`src/rtl/cgia_fetcher.sv`:
```
// -----------------------------------------------------------------------------
// cgia_fetcher -- scanline fetch DMA engine of the CGIA video core.
//
// A non-pipelined Wishbone master. On each qualifying HSYNC it reads
// line_len_i 16-bit words from the frame buffer and strobes each accepted word
// into the active line buffer. The fetch pointer carries over from line to
// line and is reloaded from fb_adr_i only by VSYNC.
//
// Ports:
//   clk_i       Wishbone SYSCON clock (rising edge)
//   reset_i     asynchronous active-low reset
//   hsync_i     CRTC horizontal sync; it starts one burst per assertion
//   vsync_i     CRTC vertical sync; it reloads the fetch pointer
//   den_i       display enable; it qualifies the start of a burst
//   fb_adr_i    frame-buffer start word address [23:1]
//   line_len_i  words per line [9:1]; 0 disables fetching
//   ack_i       Wishbone acknowledge
//   cyc_o       Wishbone CYC, which also serves as STB
//   adr_o       Wishbone word address [23:1]
//   s_we_o      line-buffer write strobe; high when a word is accepted
//
// Build option:
//   CGIA_FETCHER_VSYNC_ABORT_EN  When defined, VSYNC during a burst aborts the
//                                burst at once. When undefined, the burst
//                                finishes and the pointer reload waits for the
//                                first idle edge that still sees VSYNC.
// -----------------------------------------------------------------------------
module cgia_fetcher (
  input  logic        clk_i,
  input  logic        reset_i,
  input  logic        hsync_i,
  input  logic        vsync_i,
  input  logic        den_i,
  input  logic [23:1] fb_adr_i,
  input  logic [9:1]  line_len_i,
  input  logic        ack_i,
  output logic        cyc_o,
  output logic [23:1] adr_o,
  output logic        s_we_o
);

  logic [23:1] ptr;
  logic [9:1]  cnt;
  logic        busy;
  logic        armed;
  logic        start;

  // Start is a level condition. "armed" limits each HSYNC assertion to one
  // burst, even when den_i arrives late in the pulse.
  assign start = hsync_i & den_i & ~armed & ~busy & ~vsync_i & (line_len_i != 9'd0);

  always_ff @(posedge clk_i or negedge reset_i) begin
    if (!reset_i) begin
      ptr   <= 23'd0;
      cnt   <= 9'd0;
      busy  <= 1'b0;
      armed <= 1'b0;
    end else begin
      if (!hsync_i)
        armed <= 1'b0;
`ifdef CGIA_FETCHER_VSYNC_ABORT_EN
      // VSYNC takes priority over everything. An in-flight burst is dropped,
      // and any ack on this edge is ignored.
      if (vsync_i) begin
        ptr  <= fb_adr_i;
        busy <= 1'b0;
        cnt  <= 9'd0;
      end else if (busy) begin
        if (ack_i) begin
          ptr <= ptr + 23'd1;
          cnt <= cnt - 9'd1;
          if (cnt == 9'd1)
            busy <= 1'b0;
        end
      end else if (start) begin
        busy  <= 1'b1;
        armed <= 1'b1;
        cnt   <= line_len_i;
      end
`else
      // A running burst ignores VSYNC. The reload happens once the engine is
      // idle, provided vsync_i is still high at that time.
      if (busy) begin
        if (ack_i) begin
          ptr <= ptr + 23'd1;
          cnt <= cnt - 9'd1;
          if (cnt == 9'd1)
            busy <= 1'b0;
        end
      end else if (vsync_i) begin
        ptr <= fb_adr_i;
      end else if (start) begin
        busy  <= 1'b1;
        armed <= 1'b1;
        cnt   <= line_len_i;
      end
`endif
    end
  end

  assign cyc_o  = busy;
  assign adr_o  = ptr;
  assign s_we_o = busy & ack_i;

endmodule

```
`config.mk`:
```
export PLATFORM = sky130hd
export DESIGN_NAME = cgia_fetcher
export DESIGN_NICKNAME = d
export VERILOG_FILES = /design/src/rtl/cgia_fetcher.sv
export SDC_FILE = /design/constraint.sdc
export NUM_CORES = 1
export LEC_CHECK = 0
export ABC_AREA = 1
export ABC_CLOCK_PERIOD_IN_PS = 3000
export BUFFER_PORTS_ARGS = -buffer_cell sky130_fd_sc_hd__clkbuf_2
export CAP_MARGIN = 20
export CORE_MARGIN = 2
export CORE_UTILIZATION = 55
export CTS_BUF_LIST = sky130_fd_sc_hd__clkbuf_4
export CTS_CLUSTER_SIZE = 20
export DETAILED_ROUTE_END_ITERATION = 8
export GPL_TIMING_DRIVEN = 1
export PLACE_DENSITY = 0.82
export SLEW_MARGIN = 25
export SYNTH_ARGS = -nofsm -noshare
export SYNTH_HDL_FRONTEND = slang
export SYNTH_SLANG_ARGS = --single-unit
```
`constraint.sdc`:
```
create_clock -name clk_i -period 3 [get_ports clk_i]
set_input_delay 0.3 -clock clk_i [delete_from_list [all_inputs] [get_ports clk_i]]
set_output_delay 0.3 -clock clk_i [all_outputs]
set_load 0.02 [all_outputs]
```
==> results of run 1 <==
## final cells by class
class                      count  area [sq um]
inverter                      41           159
clock buffer                   6          45.0
tap                           52          65.1
clock inverter                 2          8.76
sequential                    34           851
timing repair buffer          63           318
multi-input combinational    300          1400
fill                         430          1510
## stage by stage
step                instance area, sq um  setup slack [ns]  hold slack (ns)  power, W   util
finish                              2850             0.681           0.0509   0.00265  0.653
global route                        2850             0.554            0.119   0.00292  0.653
CTS                                 2850             0.675           0.0747   0.00266  0.653
detailed placement                  2790             0.860            0.464   0.00240  0.641
global placement                    2790             0.946            0.448   0.00236  0.641
floorplan                           2480              1.48          0.00441   0.00200      -
## path summary, 6_finish.rpt
path | from | end | slack [ns] | depth (start not counted)
worst max-delay path | cyc_o$_DFF_PN0_ | s_we_o | 0.68 | 3
worst min-delay path | reset_i | adr_o[14]$_DFFE_PN0P_ | 0.05 | 1
worst max register to register | cyc_o$_DFF_PN0_ | adr_o[6]$_DFFE_PN0P_ | 0.86 | 7
worst min register to register | cnt[8]$_DFFE_PN0P_ | cnt[8]$_DFFE_PN0P_ | 0.49 | 2
max in group asynchronous | reset_i | adr_o[22]$_DFFE_PN0P_ | 2.40 | 1
min in group clk_i | hsync_i | armed$_DFF_PN0_ | 0.17 | 3
## registers in the layout, summed over array words and instances, names as in the netlist
signal  cells
adr_o      23
armed       1
cnt         9
cyc_o       1
## logic make-up (layout without fill, tap and decap cells)
kind of cell,Yosys count,after routing,share of synthesized area
compound gates,45,45,0.110
xor+xnor,1,1,0.00353
fa+ha+maj,3,3,0.0151
buf+inv,52,112,0.0942
flops,34,34,0.343
simple gates,251,251,0.434
## report_power, final
part / internal (W) / total (W) / switching (W)
Clock: 0.0000971 / 0.000262 / 0.000165
Sequential: 0.000670 / 0.000967 / 0.000297
Combinational: 0.000505 / 0.00142 / 0.000918
Total: 0.00127 / 0.00265 / 0.00138
## routing by layer
| layer | up-vias | track usage | wire [microns] |
|---|---|---|---|
| li1 | 1345 | - | - |
| met1 | 1177 | 0.304 | 2550 |
| met5 | - | 0 | 0 |
| met3 | 13 | 0.0484 | 331 |
| met2 | 68 | 0.425 | 2870 |
| met4 | 0 | 0.103 | 114 |
## placed cells by master (no fill, tap or decap), types with 5 or more instances in the layout
cell | Yosys | layout
sky130_fd_sc_hd__clkbuf_4 | 0 | 6
sky130_fd_sc_hd__o21ai_0 | 18 | 18
sky130_fd_sc_hd__inv_1 | 38 | 38
sky130_fd_sc_hd__dfrtp_1 | 34 | 34
sky130_fd_sc_hd__a21oi_1 | 5 | 5
sky130_fd_sc_hd__nand3_1 | 40 | 40
sky130_fd_sc_hd__o21ai_1 | 9 | 9
sky130_fd_sc_hd__nand2_1 | 136 | 136
sky130_fd_sc_hd__nor2_1 | 60 | 60
sky130_fd_sc_hd__clkbuf_2 | 0 | 62
## critical path, cell delays in order, from the launching register on
cell and delay (ns):
sky130_fd_sc_hd__dfrtp_1 0.82, sky130_fd_sc_hd__nand2_4 0.19, sky130_fd_sc_hd__inv_2 0.41, sky130_fd_sc_hd__clkbuf_2 0.26
==> flow_metrics.py, run 1 <==
metrics = {
    "route": {
        "detail_route.iter0.violations": 148,
        "detail_route.first_pass.iterations": 4,
        "wire_per_inst_microns": 11.8,
        "detail_route.vias_per_cell": 5.23,
        "detailroute.via_count": 2603,
        "antenna_violating_nets_post_route": 0,
        "finalWirelength_mm": 5.87,
        "detail_route.drc_violations": 0,
    },
    "synthesis": {
        "synth.cells.most_frequent": "sky130_fd_sc_hd__nand2_1, sky130_fd_sc_hd__nor2_1, sky130_fd_sc_hd__nand3_1",
        "yosys.area.top_type_share": 0.343,
        "yosys_warnings": 0,
        "cell_area_after_technology_mapping_sq_um": 2480,
        "postSynth.topFlopCell": "sky130_fd_sc_hd__dfrtp_1",
        "synth_sequential_area_ratio": 0.343,
        "yosysUniqueCellTypes": 32,
        "synthesis.instances": 386,
        "ys_seq_elements": 34,
        "netlist_top_cells_area": "sky130_fd_sc_hd__dfrtp_1, sky130_fd_sc_hd__nand2_1, sky130_fd_sc_hd__nor2_1, sky130_fd_sc_hd__nand3_1, sky130_fd_sc_hd__inv_1",
        "netlist.top_cell.by_area": "sky130_fd_sc_hd__dfrtp_1",
        "synth.most_common_cell": "sky130_fd_sc_hd__nand2_1",
        "synth_edf_count": 0,
        "synth_area_per_inst_sq_um": 6.43,
        "synth_fp_nets": 427,
        "async_reset_ff_frac": 1.00,
    },
    "clock_network": {
        "htree_num_levels": 2,
        "clk-insertion-delay-late_ns": 0.35,
        "cts-hold-fix-buffers": 0,
        "cts.path.max_buffers": 2,
        "cts.sinks": 34,
        "ctsRootBufferMaster": "sky130_fd_sc_hd__clkbuf_4",
        "cts_inserted_buffers": 5,
        "cts_resized": 0,
        "path_clk_slew_ns": 0.12,
        "cts_tree": "built",
        "post-cts-setup-buffer-count": 0,
    },
    "layout": {
        "antenna_fix_cells": 0,
        "drive_gt1_frac": 0.202,
        "layout_area_overhead_pct": 14.6,
        "layoutNonFillerInstCount": 498,
        "finalNetCount": 486,
    },
    "sta": {
        "fin_crit_ns": 2.32,
        "timing_worst_slew_pin_value_ns": 0.879,
        "timing_max_transition_violations_final": 0,
        "final-hold-violation-count": 0,
        "fmax_mhz": 431,
        "timing.final.setup_violations": 0,
        "clock-skew-final_ns": 0.0128,
        "maxSlewHeadroom": 0.414,
        "timing.final.crit_share": 0.773,
        "setup_total_negative_slack_ns": 0,
        "grt_setup_unrepaired": "no",
    },
    "flow_run": {
        "cap_viol_max_count": 0,
    },
    "global_routing": {
        "globalRoute.totalOverflow": 0,
        "first_global_vias": 2424,
        "grt.total_usage": 0.248,
        "grt_antenna_before_repair": 0,
        "grt_start_max_net_pins": 35,
        "grt_first_pass_wirelength_mm": 10.2,
    },
    "power_and_ir_drop": {
        "vdd_drop_max_mv": 0.422,
        "power.leakage_nw": 1.50,
        "power.density_nw_per_um2": 932,
    },
    "status": {
        "status": "finished clean",
    },
    "hold_path": {
        "worstHoldPathType": "in2async",
    },
    "placement": {
        "routabilityCongestion": 0.945,
        "detailedPlacementHpwl_mm": 4.42,
        "dpl.cell_count": 490,
        "io_buffer_count": 62,
    },
    "floorplanning": {
        "top_ports": 63,
        "fp.dieArea_sq_um": 5070,
        "placeableCoreArea_sq_um": 4350,
        "num_rows": 24,
        "die-width_microns": 71.2,
        "floorplan.initialDensity": 0.570,
        "height_of_the_die_microns": 71.2,
    },
    "critical_path": {
        "timing.critical_path.arrival_ns": 2.02,
        "path_max_fanout": 22,
        "critical_path.startpoint_type": "flip-flop",
        "timing.critical_path.required_ns": 2.70,
        "setup.worst_path.end_class": "primary output",
        "worstSetupPathType": "reg2out",
    },
}
Note: power is estimated with default switching activity, not from simulation.
==> run 2: changes to the inputs <==
Settings changed: ABC_CLOCK_PERIOD_IN_PS 3000 to 2300.
Clock period 3 ns to 2.3 ns, I/O delays scaled along.
==> run 2 against run 1 <==
  * Hold slack improved by 0.054 ns
  * Non-clock buffer count up 3
  * Cell area grew 0.66%
  * Sequential power increased by 27%
  * Via count shrank 1.8%
  * Wire length is 0.43% higher
  * Final cell count increased by 0.40%
  * Combinational power increased by 34%
  * Total power increased by 30%
  * Critical path type is now reg2reg
  * Critical endpoint is now cnt[7]$_DFFE_PN0P_
  * Largest cell class unchanged
==> flow_metrics.py, run 2 (synthesis gave the netlist of run 1 again) <==
metrics = {
    "sta": {
        "timing_worst_slew_pin_value_ns": 0.877,
        "timing_max_transition_violations_final": 0,
        "final-hold-violation-count": 0,
        "timing.final.crit_share": 0.715,
        "setup_total_negative_slack_ns": 0,
        "fmax_mhz": 608,
        "fin_crit_ns": 1.64,
        "maxSlewHeadroom": 0.415,
        "clock-skew-final_ns": 0.0149,
        "grt_setup_unrepaired": "no",
        "timing.final.setup_violations": 0,
    },
    "layout": {
        "num-fill-cells": 405,
        "layout_commonest_cell": "sky130_fd_sc_hd__nand2_1",
        "layout_area_overhead_pct": 15.3,
        "drive_gt1_frac": 0.205,
        "finalNetCount": 489,
        "antenna_fix_cells": 0,
        "multi_input_area_sq_um": 1400,
        "largest_register_ffs": 23,
        "finalInstanceArea_sq_um": 2860,
        "ff_latch_area_sq_um": 851,
        "most-common-layout-cells": "sky130_fd_sc_hd__nand2_1, sky130_fd_sc_hd__clkbuf_2, sky130_fd_sc_hd__nor2_1",
    },
    "critical_path": {
        "critical_path.startpoint_type": "flip-flop",
        "path_max_fanout": 18,
        "timing.critical_path.required_ns": 2.54,
        "setup.worst_path.end_class": "flip-flop",
        "timing.critical_path.arrival_ns": 1.89,
        "launching_instance_or_port_of_the_critical_path": "cyc_o$_DFF_PN0_",
        "worstSetupPathType": "reg2reg",
        "r2r-start": "cyc_o$_DFF_PN0_",
    },
    "clock_network": {
        "post-cts-setup-buffer-count": 0,
        "cts_inserted_buffers": 5,
        "clk-insertion-delay-late_ns": 0.34,
        "path_clk_slew_ns": 0.11,
        "htree_num_levels": 2,
        "cts.sinks": 34,
        "cts_tree": "built",
        "cts.path.max_buffers": 2,
        "ctsRootBufferMaster": "sky130_fd_sc_hd__clkbuf_4",
    },
    "route": {
        "detailroute.via_count": 2556,
        "detail_route.vias_per_cell": 5.11,
        "wire_per_inst_microns": 11.8,
        "antenna_violating_nets_post_route": 0,
        "detail_route.iter0.violations": 153,
        "detail_route.first_pass.iterations": 4,
        "detail_route.drc_violations": 0,
        "finalWirelength_mm": 5.89,
    },
    "power_and_ir_drop": {
        "power.leakage_nw": 1.51,
        "power.density_nw_per_um2": 1200,
        "vdd_drop_max_mv": 0.586,
    },
    "global_routing": {
        "globalRoute.totalOverflow": 0,
        "grt_most_used_layer": "met2",
        "groute.layer.met3.usage": 0.0413,
        "grt_start_max_net_pins": 35,
        "grtUsageMet2": 0.423,
        "grtUsageMet1": 0.297,
        "grt_antenna_before_repair": 0,
        "first_global_vias": 2364,
        "grt.total_usage": 0.243,
        "grt_first_pass_wirelength_mm": 9.94,
    },
    "flow_run": {
        "cap_viol_max_count": 0,
    },
    "placement": {
        "placed_cell_area_sq_um": 2810,
        "routabilityCongestion": 0.989,
        "detailedPlacementHpwl_mm": 4.47,
        "io_buffer_count": 62,
    },
    "floorplanning": {
        "top_ports": 63,
        "num_rows": 24,
        "fp.dieArea_sq_um": 5070,
        "height_of_the_die_microns": 71.2,
        "placeableCoreArea_sq_um": 4350,
        "die-width_microns": 71.2,
        "floorplan.initialDensity": 0.570,
    },
    "hold_path": {
        "worstHoldPathType": "in2reg",
        "hp-start": "hsync_i",
    },
    "status": {
        "status": "finished clean",
    },
}
run 2: repair_timing:
item | 4_1_cts | 5_1_grt
gates resized for setup | 0 | 0
hold endpoints to repair | 1 | 0
hold buffers | 1 | 0
run 2: final timing paths:
kind                                    endpoint  cells after the start  slack, ns
max                           cnt[7]$_DFFE_PN0P_                      9       0.66
min                              armed$_DFF_PN0_                      3       0.10
max reg2reg                   cnt[7]$_DFFE_PN0P_                      9       0.66
min reg2reg                   cnt[8]$_DFFE_PN0P_                      2       0.49
max in group asynchronous   adr_o[2]$_DFFE_PN0P_                      2       1.22
min in group asynchronous  adr_o[13]$_DFFE_PN0P_                      2       0.52
run 2: report_power, final:
group          switching, W  leakage, nW  internal (W)
Sequential         0.000354        0.418      0.000875
Clock              0.000212       0.0308      0.000110
Combinational       0.00123         1.06      0.000673
Total               0.00179         1.51       0.00166
run 2: final cells by class:
class	count	area share
Sequential cell	34	0.297
Tap cell	52	0.0227
Clock inverter	2	0.00349
Timing Repair Buffer	66	0.120
Clock buffer	5	0.0131
Inverter	41	0.0555
Multi-Input combinational cell	300	0.488
run 2: stage by stage:
stage / cells / worst slack [ns] / power (W) / hold slack [ns] / util
3_5_place_dp: 492 / 0.667 / 0.00314 / 0.386 / 0.645
6_report: 500 / 0.655 / 0.00345 / 0.105 / 0.658
2_1_floorplan: 386 / 0.778 / 0.00261 / -0.0656 / -
4_1_cts: 500 / 0.651 / 0.00348 / 0.0874 / 0.658
5_1_grt: 500 / 0.505 / 0.00379 / 0.127 / 0.658
3_3_place_gp: 492 / 0.738 / 0.00310 / 0.383 / 0.645
run 2: metal layers:
metal / share of wire / routed length (microns)
met3: 0.062 / 365
met5: 0 / 0
met4: 0.013 / 78
met1: 0.44 / 2600
met2: 0.48 / 2840
run 2: worst max-delay path, cell delays in order, from the launching register on:
cell and delay [ns]:
sky130_fd_sc_hd__dfrtp_1 0.48, sky130_fd_sc_hd__buf_4 0.25, sky130_fd_sc_hd__inv_6 0.13, sky130_fd_sc_hd__nand2_2 0.07, sky130_fd_sc_hd__nor3_4 0.15, sky130_fd_sc_hd__o21ai_4 0.12
sky130_fd_sc_hd__nand2_4 0.17, sky130_fd_sc_hd__nand2_1 0.07, sky130_fd_sc_hd__nand2_1 0.06, sky130_fd_sc_hd__nand2_1 0.05
==> run 3: changes to the inputs <==
Settings changed: ABC_CLOCK_PERIOD_IN_PS 2300 to 1600.
Clock period 2.3 ns to 1.6 ns, I/O delays scaled along.
==> run 3 against run 2 <==
  * Wire length is 2.8% higher
  * Clock power increased by 48%
  * Sequential share of layout area decreased by 1.1 points
  * Final cell count up 1.8%
  * Sequential power rose by 46%
  * Critical path depth is 6 lower
  * Clock skew fell by 0.0034 ns
  * Cell area increased by 4.0%
  * Non-clock buffer count up 8
  * Via count rose by 1.3%
  * Flip-flop and latch count unchanged
  * Register-to-register slack worse by 0.55 ns
  * Highest routed layer unchanged
==> flow_metrics.py, run 3 (synthesis gave the netlist of run 1 again) <==
metrics = {
    "status": {
        "status": "finished clean",
    },
    "clock_network": {
        "ctsRootBufferMaster": "sky130_fd_sc_hd__clkbuf_4",
        "cts.path.max_buffers": 2,
        "path_clk_slew_ns": 0.10,
        "cts.sinks": 34,
        "clk-insertion-delay-late_ns": 0.34,
        "htree_num_levels": 2,
        "cts_inserted_buffers": 5,
        "cts_tree": "built",
        "post-cts-setup-buffer-count": 0,
    },
    "global_routing": {
        "grt.total_usage": 0.259,
        "grt_first_pass_wirelength_mm": 10.6,
        "grt_start_max_net_pins": 35,
        "grt_antenna_before_repair": 0,
        "first_global_vias": 2482,
        "globalRoute.totalOverflow": 0,
    },
    "critical_path": {
        "critical_path.max_stage_delay_ns": 0.50,
        "setup.worst_path.end_class": "primary output",
        "critical_path.startpoint_type": "flip-flop",
        "crit_path_top_delay_cell": "sky130_fd_sc_hd__dfrtp_2",
        "timing.critical_path.required_ns": 1.44,
        "worstSetupPathType": "reg2out",
        "crit_path_cell_trace": "nand2_4 > inv_2 > clkbuf_2",
        "r2r-start": "adr_o[1]$_DFFE_PN0P_",
        "timing.critical_path.arrival_ns": 1.34,
        "ff2ff_setup_slack_ns": 0.11,
        "launching_instance_or_port_of_the_critical_path": "cyc_o$_DFF_PN0_",
        "path_max_fanout": 10,
    },
    "sta": {
        "grt_setup_unrepaired": "yes",
        "timing.final.crit_share": 0.936,
        "timing_max_transition_violations_final": 0,
        "fin_crit_ns": 1.50,
        "clock-skew-final_ns": 0.0115,
        "final-hold-violation-count": 0,
        "maxSlewHeadroom": 0.698,
        "timing_worst_slew_pin_value_ns": 0.453,
        "timing.final.setup_violations": 0,
        "fmax_mhz": 668,
        "fin_ws_ns": 0.103,
    },
    "placement": {
        "placed_cell_area_sq_um": 2880,
        "routabilityCongestion": 0.893,
        "post-place-ws_ns": 0.0881,
        "io_buffer_count": 62,
        "detailedPlacementHpwl_mm": 4.56,
    },
    "floorplanning": {
        "floorplan.initialDensity": 0.570,
        "top_ports": 63,
        "height_of_the_die_microns": 71.2,
        "fp.dieArea_sq_um": 5070,
        "die-width_microns": 71.2,
        "num_rows": 24,
        "placeableCoreArea_sq_um": 4350,
    },
    "layout": {
        "most-common-layout-cells": "sky130_fd_sc_hd__nand2_1, sky130_fd_sc_hd__clkbuf_2, sky130_fd_sc_hd__nor2_1",
        "layout_commonest_cell": "sky130_fd_sc_hd__nand2_1",
        "ff_latch_area_sq_um": 852,
        "largest_register_ffs": 23,
        "num-fill-cells": 413,
        "finalInstanceArea_sq_um": 2980,
        "antenna_fix_cells": 0,
        "multi_input_area_sq_um": 1430,
        "finalNetCount": 497,
        "drive_gt1_frac": 0.234,
        "layout_area_overhead_pct": 19.9,
    },
    "route": {
        "detail_route.first_pass.iterations": 4,
        "wire_per_inst_microns": 11.9,
        "finalWirelength_mm": 6.06,
        "antenna_violating_nets_post_route": 0,
        "detail_route.vias_per_cell": 5.09,
        "detail_route.drc_violations": 0,
        "detailroute.via_count": 2590,
        "detail_route.iter0.violations": 166,
    },
    "hold_path": {
        "hp-start": "hsync_i",
        "worstHoldPathType": "in2reg",
    },
    "power_and_ir_drop": {
        "vdd_drop_max_mv": 0.891,
        "power.leakage_nw": 1.57,
        "power.density_nw_per_um2": 1730,
    },
    "flow_run": {
        "cap_viol_max_count": 0,
    },
}
## run 3: changes by cell type in the layout (fill, tap and decap cells not counted), sizes merged
cell and change:
buf +8, clkbuf +1
## run 3: metrics by stage
stage | std cells | total power, W | hold WS, ns | util | TNS, ns
CTS | 509 | 0.00514 | 0.0184 | 0.676 | 0
floorplan | 386 | 0.00376 | -0.136 | - | 0
global placement | 500 | 0.00456 | 0.230 | 0.661 | 0
detailed placement | 500 | 0.00464 | 0.222 | 0.661 | 0
global route | 509 | 0.00565 | 0.0441 | 0.684 | -0.0672
finish | 509 | 0.00516 | 0.0330 | 0.684 | 0
## run 3: path summary, 6_finish.rpt
kind                                          to  depth (start not counted)
setup / recovery                          s_we_o                          3
hold / removal                   armed$_DFF_PN0_                          3
setup reg to reg           adr_o[23]$_DFFE_PN0P_                         10
hold reg to reg               cnt[8]$_DFFE_PN0P_                          2
max in group asynchronous        cyc_o$_DFF_PN0_                          3
min in group asynchronous  adr_o[10]$_DFFE_PN0P_                          3
## run 3: power breakdown
| group | total, W | leakage (nW) | switching [W] | internal [W] |
|---|---|---|---|---|
| registers | 0.00179 | 0.417 | 0.000529 | 0.00126 |
| logic | 0.00289 | 1.12 | 0.00182 | 0.00107 |
| clock network | 0.000477 | 0.0331 | 0.000295 | 0.000182 |
| total | 0.00516 | 1.57 | 0.00264 | 0.00251 |
## run 3: layer usage
metal  share of wire  vias up  routed length [microns]  GRT usage
li1                -     1362                        -          -
met3           0.049        7                      295     0.0413
met4           0.010        0                       63     0.0964
met1            0.45     1158                     2700      0.330
met5               0        -                        0          0
met2            0.49       63                     3000      0.441
## run 3: timing repair
| action | CTS | global route |
|---|---|---|
| resized for setup | 1 | 12 |
| hold endpoints to repair | 34 | 0 |
| hold buffers | 1 | 0 |
| pin swaps | 0 | 6 |
| setup endpoints to repair | 1 | 10 |
## run 3: worst max-delay path: cells and delay by family (launching register included)
| family | cells | cell delay (ns) |
|---|---|---|
| DFF | 1 | 0.50 |
| buffers and inverters | 2 | 0.43 |
| and+or+nand+nor | 1 | 0.07 |
## run 3: layout make-up
| type | count | share of cell area |
|---|---|---|
| Clock buffer | 6 | 0.0151 |
| Clock inverter | 2 | 0.00294 |
| Inverter | 41 | 0.0533 |
| Multi-Input combinational cell | 300 | 0.481 |
| Sequential cell | 34 | 0.286 |
| Tap cell | 52 | 0.0218 |
| Timing Repair Buffer | 74 | 0.139 |
